--- config.mk ---
export PLATFORM = sky130hd
export DESIGN_NAME = int_sched
export DESIGN_NICKNAME = d
export VERILOG_FILES = /design/src/rtl/int_sched.sv
export SDC_FILE = /design/constraint.sdc
export NUM_CORES = 1
export LEC_CHECK = 0
export BUFFER_PORTS_ARGS = -buffer_cell sky130_fd_sc_hd__buf_2
export CAP_MARGIN = 20
export CORE_MARGIN = 3
export CORE_UTILIZATION = 52
export CTS_BUF_LIST = sky130_fd_sc_hd__clkbuf_4 sky130_fd_sc_hd__clkbuf_8
export CTS_CLUSTER_DIAMETER = 30
export DETAILED_ROUTE_END_ITERATION = 8
export GPL_ROUTABILITY_DRIVEN = 0
export PLACE_DENSITY_LB_ADDON = 0.12
export SYNTH_ARGS = -nofsm -noshare
export SYNTH_HDL_FRONTEND = slang
export SYNTH_SLANG_ARGS = --single-unit
--- constraint.sdc ---
create_clock -name clk -period 1.52 [get_ports clk]
set_clock_uncertainty 0.05 [all_clocks]
set_input_delay 0.076 -clock clk [delete_from_list [all_inputs] [get_ports clk]]
set_output_delay 0.076 -clock clk [all_outputs]
set_load 0.02 [all_outputs]
--- src/rtl/int_sched.sv ---
// -----------------------------------------------------------------------------
// int_sched -- single-level interrupt scheduler for the processor datapath.
//
// Synchronises NSRC rising-edge interrupt lines, latches them into a pending
// register, and picks the lowest-index pending source that is enabled by the
// mask. Taking an interrupt squashes the instruction in flight, pushes its
// address onto the return stack and forces the fixed vector into the PC.
// Routines do not nest. A RETI opcode pops the stack, and one guard cycle then
// guarantees an instruction of forward progress before the next interrupt.
//
// Ports
//   clk            system clock, rising edge
//   reset          asynchronous active-low reset
//   irq            external interrupt lines (bit 0 = highest priority)
//   mask_we        load mask register from mask_d
//   mask_d         new mask value (bit n = 1 enables source n)
//   opcode         opcode of the instruction currently executing
//   s_interrupcion select interrupt vector into the PC
//   push_int       push the current PC onto the return stack
//   pop_int        pop the return stack
//   s_pop_int      select the stack output into the PC
//   squash         cancel the side effects of the current instruction
//   irq_id         index of the most recently taken source
//   pending        pending-request register
//   in_service     high while an interrupt routine is executing
// -----------------------------------------------------------------------------
module int_sched #(
  parameter logic [5:0] RETI_OP = 6'b111110,
  parameter int         NSRC    = 4
) (
  input  logic            clk,
  input  logic            reset,
  input  logic [NSRC-1:0] irq,
  input  logic            mask_we,
  input  logic [NSRC-1:0] mask_d,
  input  logic [5:0]      opcode,
  output logic            s_interrupcion,
  output logic            push_int,
  output logic            pop_int,
  output logic            s_pop_int,
  output logic            squash,
  output logic [1:0]      irq_id,
  output logic [NSRC-1:0] pending,
  output logic            in_service
);

  typedef enum logic [1:0] {
    IDLE    = 2'd0,
    ENTRY   = 2'd1,
    SERVICE = 2'd2,
    GUARD   = 2'd3
  } state_t;

  state_t          state;
  logic [NSRC-1:0] s1, s2, s3;
  logic [NSRC-1:0] mask;
  logic [NSRC-1:0] edge_det;
  logic [NSRC-1:0] req;
  logic [NSRC-1:0] clr;
  logic [1:0]      winner;
  logic            take;
  logic            entry;

  // Lowest set index wins; scanning downward lets the lowest index overwrite.
  function automatic logic [1:0] prio_sel(input logic [NSRC-1:0] r);
    logic [1:0] sel;
    sel = '0;
    for (int i = NSRC - 1; i >= 0; i--) begin
      if (r[i]) sel = 2'(i);
    end
    return sel;
  endfunction

  // Stage boundary: s1 -> s2 -> s3 synchroniser; s2 & ~s3 is the rising edge.
  // With the chain cleared by reset, a line already high at release shows up
  // as an edge, and a line held high produces exactly one edge.
  assign edge_det = s2 & ~s3;
  assign req      = pending & mask;
  assign winner   = prio_sel(req);
  assign take     = (state == IDLE) && (req != '0);
  assign clr      = take ? (NSRC'(1) << winner) : '0;

  always_ff @(posedge clk or negedge reset) begin
    if (!reset) begin
      s1         <= '0;
      s2         <= '0;
      s3         <= '0;
      pending    <= '0;
      mask       <= '0;
      irq_id     <= '0;
      state      <= IDLE;
      entry      <= 1'b0;
      in_service <= 1'b0;
    end else begin
      s1 <= irq;
      s2 <= s1;
      s3 <= s2;
      // A new edge on the source being taken is kept: set wins over clear.
      pending <= (pending & ~clr) | edge_det;
      if (mask_we) mask <= mask_d;

      case (state)
        IDLE: begin
          if (take) begin
            state  <= ENTRY;
            irq_id <= winner;
            entry  <= 1'b1;
          end
        end
        ENTRY: begin
          state      <= SERVICE;
          entry      <= 1'b0;
          in_service <= 1'b1;
        end
        SERVICE: begin
          if (opcode == RETI_OP) begin
            state      <= GUARD;
            in_service <= 1'b0;
          end
        end
        GUARD: begin
          state <= IDLE;
        end
        default: begin
          state      <= IDLE;
          entry      <= 1'b0;
          in_service <= 1'b0;
        end
      endcase
    end
  end

  // ENTRY outputs come from a flop that mirrors the state; the return path is
  // decoded from opcode so the pop happens in the same cycle as the RETI.
  assign s_interrupcion = entry;
  assign push_int       = entry;
  assign squash         = entry;
  assign pop_int        = (state == SERVICE) && (opcode == RETI_OP);
  assign s_pop_int      = pop_int;

endmodule

==> flow_metrics.tcl, run 1 <==
set metrics [dict create \
    core_um2 1821 \
    critPathTopFamily "flip-flops" \
    path_common_cell "inv_1" \
    leakage_nw 0.7152 \
    ios 29 \
    cts.sinks 26 \
    final_nets 145 \
    cts_buffers 3 \
    worst_slew_pin_slew_ns 0.5374 \
    drc 0 \
    clkLatencyLatePin_ns 0.32 \
    synth_top_family_by_area "compound AO/OA/AOI/OAI gates" \
    start_kind "flip-flop" \
    status "completed" \
    crit_arrival_ns 1.33 \
    holdPathEnd "in_service" \
    grt_pass1_wl_um 2822 \
    post-place-ws_ns 0.02476 \
    min_path_type "input port to flip-flop" \
    ff2ff_path_depth 5 \
    worst_slack_ns 0.06630 \
    layout.cells.non_filler 149 \
    clock.fmax_mhz 687.9 \
    ys_types 27 \
    relSlewSlack 0.6417 \
    wl_per_cell_um 11.66 \
    grt_use_total 0.1480 \
    overflow 0 \
    die_w_um 51.01 \
    dieArea_um2 2602 \
    fp-row-count 15 \
    r2r-end "pending[3]" \
    cts_tree "built" \
    tns_ns 0 \
    clk_path_buf_depth 2 \
    reg2reg_slack_ns 0.10 \
    numPortBuffers 28 \
    crit_path_end_kind "output port" \
    dp_cells 130 \
    synth_compound_area_frac 0.1164 \
    drt-initial-drc-count 3 \
    path_cells "inv_1 -> ha_2 -> inv_1 -> nor2_2 -> buf_4" \
    mostFrequentLayoutCells "26 x dfrtp_1, 26 x buf_2, 12 x dlygate4sd3_1, 9 x inv_1, 8 x nand2_1" \
    synth_area_um2 1054 \
    timing.rr.start "state[1]" \
    routed_via_density 4.805 \
    vias 716 \
    muxShareOfSynthArea 0.06651 \
    path_clk_slew_ns 0.13 \
    drive_gt1_frac 0.3952 \
    fin_crit_ns 1.454 \
    drt-total-wl_um 1737 \
    antenna_cells 0 \
    slowest_stage "dfrtp_1" \
    antenna_found_initial 0 \
    synth-seq-cells 26 \
    firstDrtPassIters 4 \
    max-cap-violations 0 \
    critPathBufInv 3 \
    grt_pass1_vias 678 \
    finalHoldWorstSlack_ns 0.1029 \
    cp_slowest_stage_delay_ns 0.41 \
    start_util 0.5787 \
    worstPathMaxFanout 2 \
    fill_cells 124 \
    root_buffer "clkbuf_4" \
    ys_seq_area_frac 0.6176 \
    irDropWorstVdd_mv 1.079 \
    areaGrowthSynthToFinish_pct 33.37 \
    cellPowerDensity_nw_per_um2 1733 \
    ant_nets 0 \
    hold_start "opcode[5]" \
    grt_max_degree 27 \
    required_ns 1.39 \
    fp.dieH_um 51.01 \
    setup_viol 0 \
    final_area_um2 1405 \
    synth_cells 81 \
    finalHoldViolCount 0 \
    synth_xor_area_frac 0 \
    fin_crit_sh 0.9564 \
    hold_depth 4 \
    slew_violations 0 \
    hpwlAfterDp_um 1247 \
    synthAdderAreaFrac 0.03563 \
    synth_area_per_cell_um2 13.01 \
    crit_type "flip-flop to output port" \
    synth-simple-area-share 0.1057 \
    placed_area_um2 1197 \
    htreeDepth 1 \
    synth_nets 101 \
    yosysWarningCount 0 \
]
## sequential cells by signal, summed over array words and instances (netlist names)
| name | flops |
|---|---|
| s1 | 4 |
| irq_id | 2 |
| pending | 4 |
| state | 2 |
| s2 | 4 |
| s3 | 4 |
| push_int | 1 |
| mask | 4 |
| in_service | 1 |
## report_power, final
group          leakage (nW)  switching (mW)  internal [mW]
clock                0.0279           0.194          0.267
sequential            0.297           0.118          0.849
combinational         0.390           0.539          0.469
total                 0.715           0.851           1.58
## worst register-to-register path, cell delays in order, from the launching register on
cell	delay, ns
dfrtp_1	0.42
inv_1	0.09
ha_2	0.29
and2_1	0.18
nand4_1	0.10
a22o_1	0.18
## per-layer routing
layer	global-route usage	part of all wire	vias up
li1	-	-	356
met1	0.1848	0.44	332
met2	0.2425	0.48	24
met3	0.05248	0.066	4
met4	0.04036	0.012	0
met5	0	0	-
## layout make-up
type / count / area (um^2) / share of cell area
repair buffers: 43 / 287.8 / 0.2048
flip-flops and latches: 26 / 650.6 / 0.4630
well taps: 25 / 31.28 / 0.02226
clock buffers: 3 / 22.52 / 0.01603
multi-input cells: 42 / 349.1 / 0.2484
inverters: 9 / 33.78 / 0.02404
clock inverters: 1 / 30.03 / 0.02137
## worst max-delay path by stage
stage	startpoint	end	depth (start not counted)
after global placement	state[0]	pending[3]	5
after global routing	state[0]	s_pop_int	5
after floorplan	pending[1]	state[1]	4
after CTS	state[0]	s_pop_int	5
final	state[0]	s_pop_int	5
after detailed placement	state[0]	pending[3]	5
## timing repair
item                                    CTS  global route
buffers inserted                          2             1
gates resized for setup                   4             1
hold buffers                             11             1
hold endpoints to repair                 34             2
pin swaps                                 0             0
endpoints found under the setup margin    3             2
## synthesized netlist by cell type (all sizes together)
master / number / area, um^2
ha: 3 / 37.54
mux2: 5 / 60.05
a2bb2oi: 1 / 8.760
o2bb2ai: 1 / 8.760
nand3: 2 / 15.01
a22oi: 1 / 21.27
o31ai: 1 / 7.510
mux2i: 1 / 10.01
o22a: 1 / 10.01
and2: 2 / 12.51
buf: 4 / 27.52
o21ai: 5 / 25.02
a21oi: 1 / 5.000
and4b: 1 / 10.01
inv: 9 / 33.78
nor2: 4 / 31.28
nand2: 8 / 30.03
dfrtp: 26 / 650.6
nand4: 2 / 12.51
a22o: 3 / 36.29
## metrics by stage
step | power, mW | utilization
global placement | 1.876 | 0.6577
detailed placement | 1.899 | 0.6577
finish | 2.435 | 0.7718
floorplan | 1.674 | -
global route | 2.595 | 0.7718
CTS | 2.435 | 0.7608
## kinds of logic after synthesis
group	Yosys count
adder cells (fa/ha/maj)	3
multiplexers	6
buffers and inverters	13
flip-flops	26
AND/OR/NAND/NOR	19
AO/OA/AOI/OAI	14
Power figures use the tool's default switching activity.
==> inputs of run 2 (changes only) <==
--- a/config.mk
+++ b/config.mk
@@ -14,6 +14,7 @@
 export DETAILED_ROUTE_END_ITERATION = 8
 export GPL_ROUTABILITY_DRIVEN = 0
 export PLACE_DENSITY_LB_ADDON = 0.12
+export SETUP_SLACK_MARGIN = 0.15
 export SYNTH_ARGS = -nofsm -noshare
 export SYNTH_HDL_FRONTEND = slang
 export SYNTH_SLANG_ARGS = --single-unit
==> flow_metrics.tcl, run 2 (synthesized netlist as in run 1, its figures left out) <==
set metrics [dict create \
    status "completed" \
    clkLatencyLatePin_ns 0.31 \
    cts_tree "built" \
    crit_type "flip-flop to flip-flop" \
    placed_area_um2 1202 \
    relSlewSlack 0.6406 \
    setup_viol 0 \
    drc 0 \
    start_util 0.5787 \
    firstDrtPassIters 3 \
    cts.sinks 26 \
    pwr-share-seq 0.381 \
    required_ns 1.69 \
    drt-initial-drc-count 4 \
    internal_power_mw 1.621 \
    grt_pass1_vias 789 \
    root_buffer "clkbuf_4" \
    start_kind "flip-flop" \
    fin_crit_ns 1.375 \
    fill_cells 101 \
    areaGrowthSynthToFinish_pct 39.43 \
    layout.cells.non_filler 153 \
    grt_pass1_wl_um 3436 \
    power.switching_uw 939.4 \
    vias 774 \
    crit_arrival_ns 1.54 \
    drt-total-wl_um 1972 \
    worst_slew_pin_slew_ns 0.5391 \
    hpwlAfterDp_um 1261 \
    slowest_stage "dfrtp_1" \
    clk_path_buf_depth 2 \
    min_path_type "input port to flip-flop" \
    path_cells "inv_2 -> buf_4 -> ha_4 -> a22oi_4 -> mux2_4" \
    overflow 0 \
    final_area_um2 1469 \
    tns_ns 0 \
    power_mw 2.561 \
    cellPowerDensity_nw_per_um2 1743 \
    core_um2 1821 \
    fin_crit_sh 0.9049 \
    ant_nets 0 \
    layout_commonest_cell "buf_2" \
    numPortBuffers 28 \
    pwr-share-clk 0.131 \
    fin_util 0.8069 \
    dp_cells 130 \
    critPathTopFamily "flip-flops" \
    final_nets 149 \
    grt_max_degree 27 \
    die_w_um 51.01 \
    irDropWorstVdd_mv 1.381 \
    crit_path_end_kind "flip-flop" \
    path_clk_slew_ns 0.13 \
    mostFrequentLayoutCells "26 x buf_2, 24 x dfrtp_1, 9 x dlygate4sd3_1, 9 x buf_4, 8 x nand2_1" \
    fp-row-count 15 \
    seqCellArea_um2 653.1 \
    swShare 0.3668 \
    clock.fmax_mhz 727.1 \
    p_comb_frac 0.488 \
    wl_per_cell_um 12.89 \
    antenna_found_initial 0 \
    cp_slowest_stage_delay_ns 0.38 \
    drive_gt1_frac 0.4922 \
    rsz0062_at_grt "yes" \
    max-cap-violations 0 \
    multi_input_area_um2 392.9 \
    fp.dieH_um 51.01 \
    htreeDepth 1 \
    ios 29 \
    antenna_cells 0 \
    dieArea_um2 2602 \
    routed_via_density 5.059 \
    worstPathMaxFanout 4 \
    grt_use_total 0.1828 \
    slew_violations 0 \
    leakage_nw 0.7394 \
    cts_buffers 3 \
    finalHoldViolCount 0 \
    critPathBufInv 2 \
]
[run 2: path summary, 6_finish.rpt]
check	end	slack [ns]	cells after the start	from
min in group asynchronous	irq_id[1]	0.21	2	reset
max in group asynchronous	pending[1]	0.82	2	reset
hold / removal	mask[3]	0.007	2	mask_we
hold reg to reg	s2[1]	0.31	0	s1[1]
setup reg to reg	state[1]	0.14	5	state[0]
setup / recovery	state[1]	0.14	5	state[0]
[run 2: power by group through the flow]
stage               Combinational, mW  Clock (mW)  Sequential [mW]
finish                           1.25       0.335            0.976
global route                     1.37       0.382            0.996
CTS                              1.17       0.345            0.975
detailed placement              0.918           0            0.997
global placement                0.894           0            0.984
floorplan                       0.584           0             1.10
[run 2: per-stage QoR]
step	hold slack, ns	setup slack, ns
after floorplan	-0.2696	0.1220
after global placement	0.03605	0.06693
after detailed placement	0.04464	-0.008175
after CTS	0.008135	0.1286
after global routing	0.0001765	0.07258
final	0.006996	0.1446
[run 2: worst register-to-register path, cell delays in order (launching register included)]
cell and delay (ns):
dfrtp_1 0.38, inv_2 0.06, buf_4 0.14, ha_4 0.17, a22oi_4 0.17, mux2_4 0.31
[run 2: area by class of cell]
cell class	count	area share
clock buffers	4	0.02470
repair buffers	47	0.2189
flip-flops and latches	26	0.4446
well taps	25	0.02129
inverters	9	0.02300
multi-input cells	42	0.2675
[run 2: metal layers]
metal	track usage	vias to the layer above	wire (um)
met5	0	-	0
met3	0.02624	2	128
met4	0.08072	0	14
met1	0.2046	380	758
li1	-	368	-
met2	0.3391	24	1071
[run 2: repair_timing]
action	4_1_cts	5_1_grt
setup buffers	8	2
hold buffers	9	0
gates resized for setup	10	7
setup endpoints to repair	6	6
pin swaps	1	4
endpoints found under the hold margin	34	0
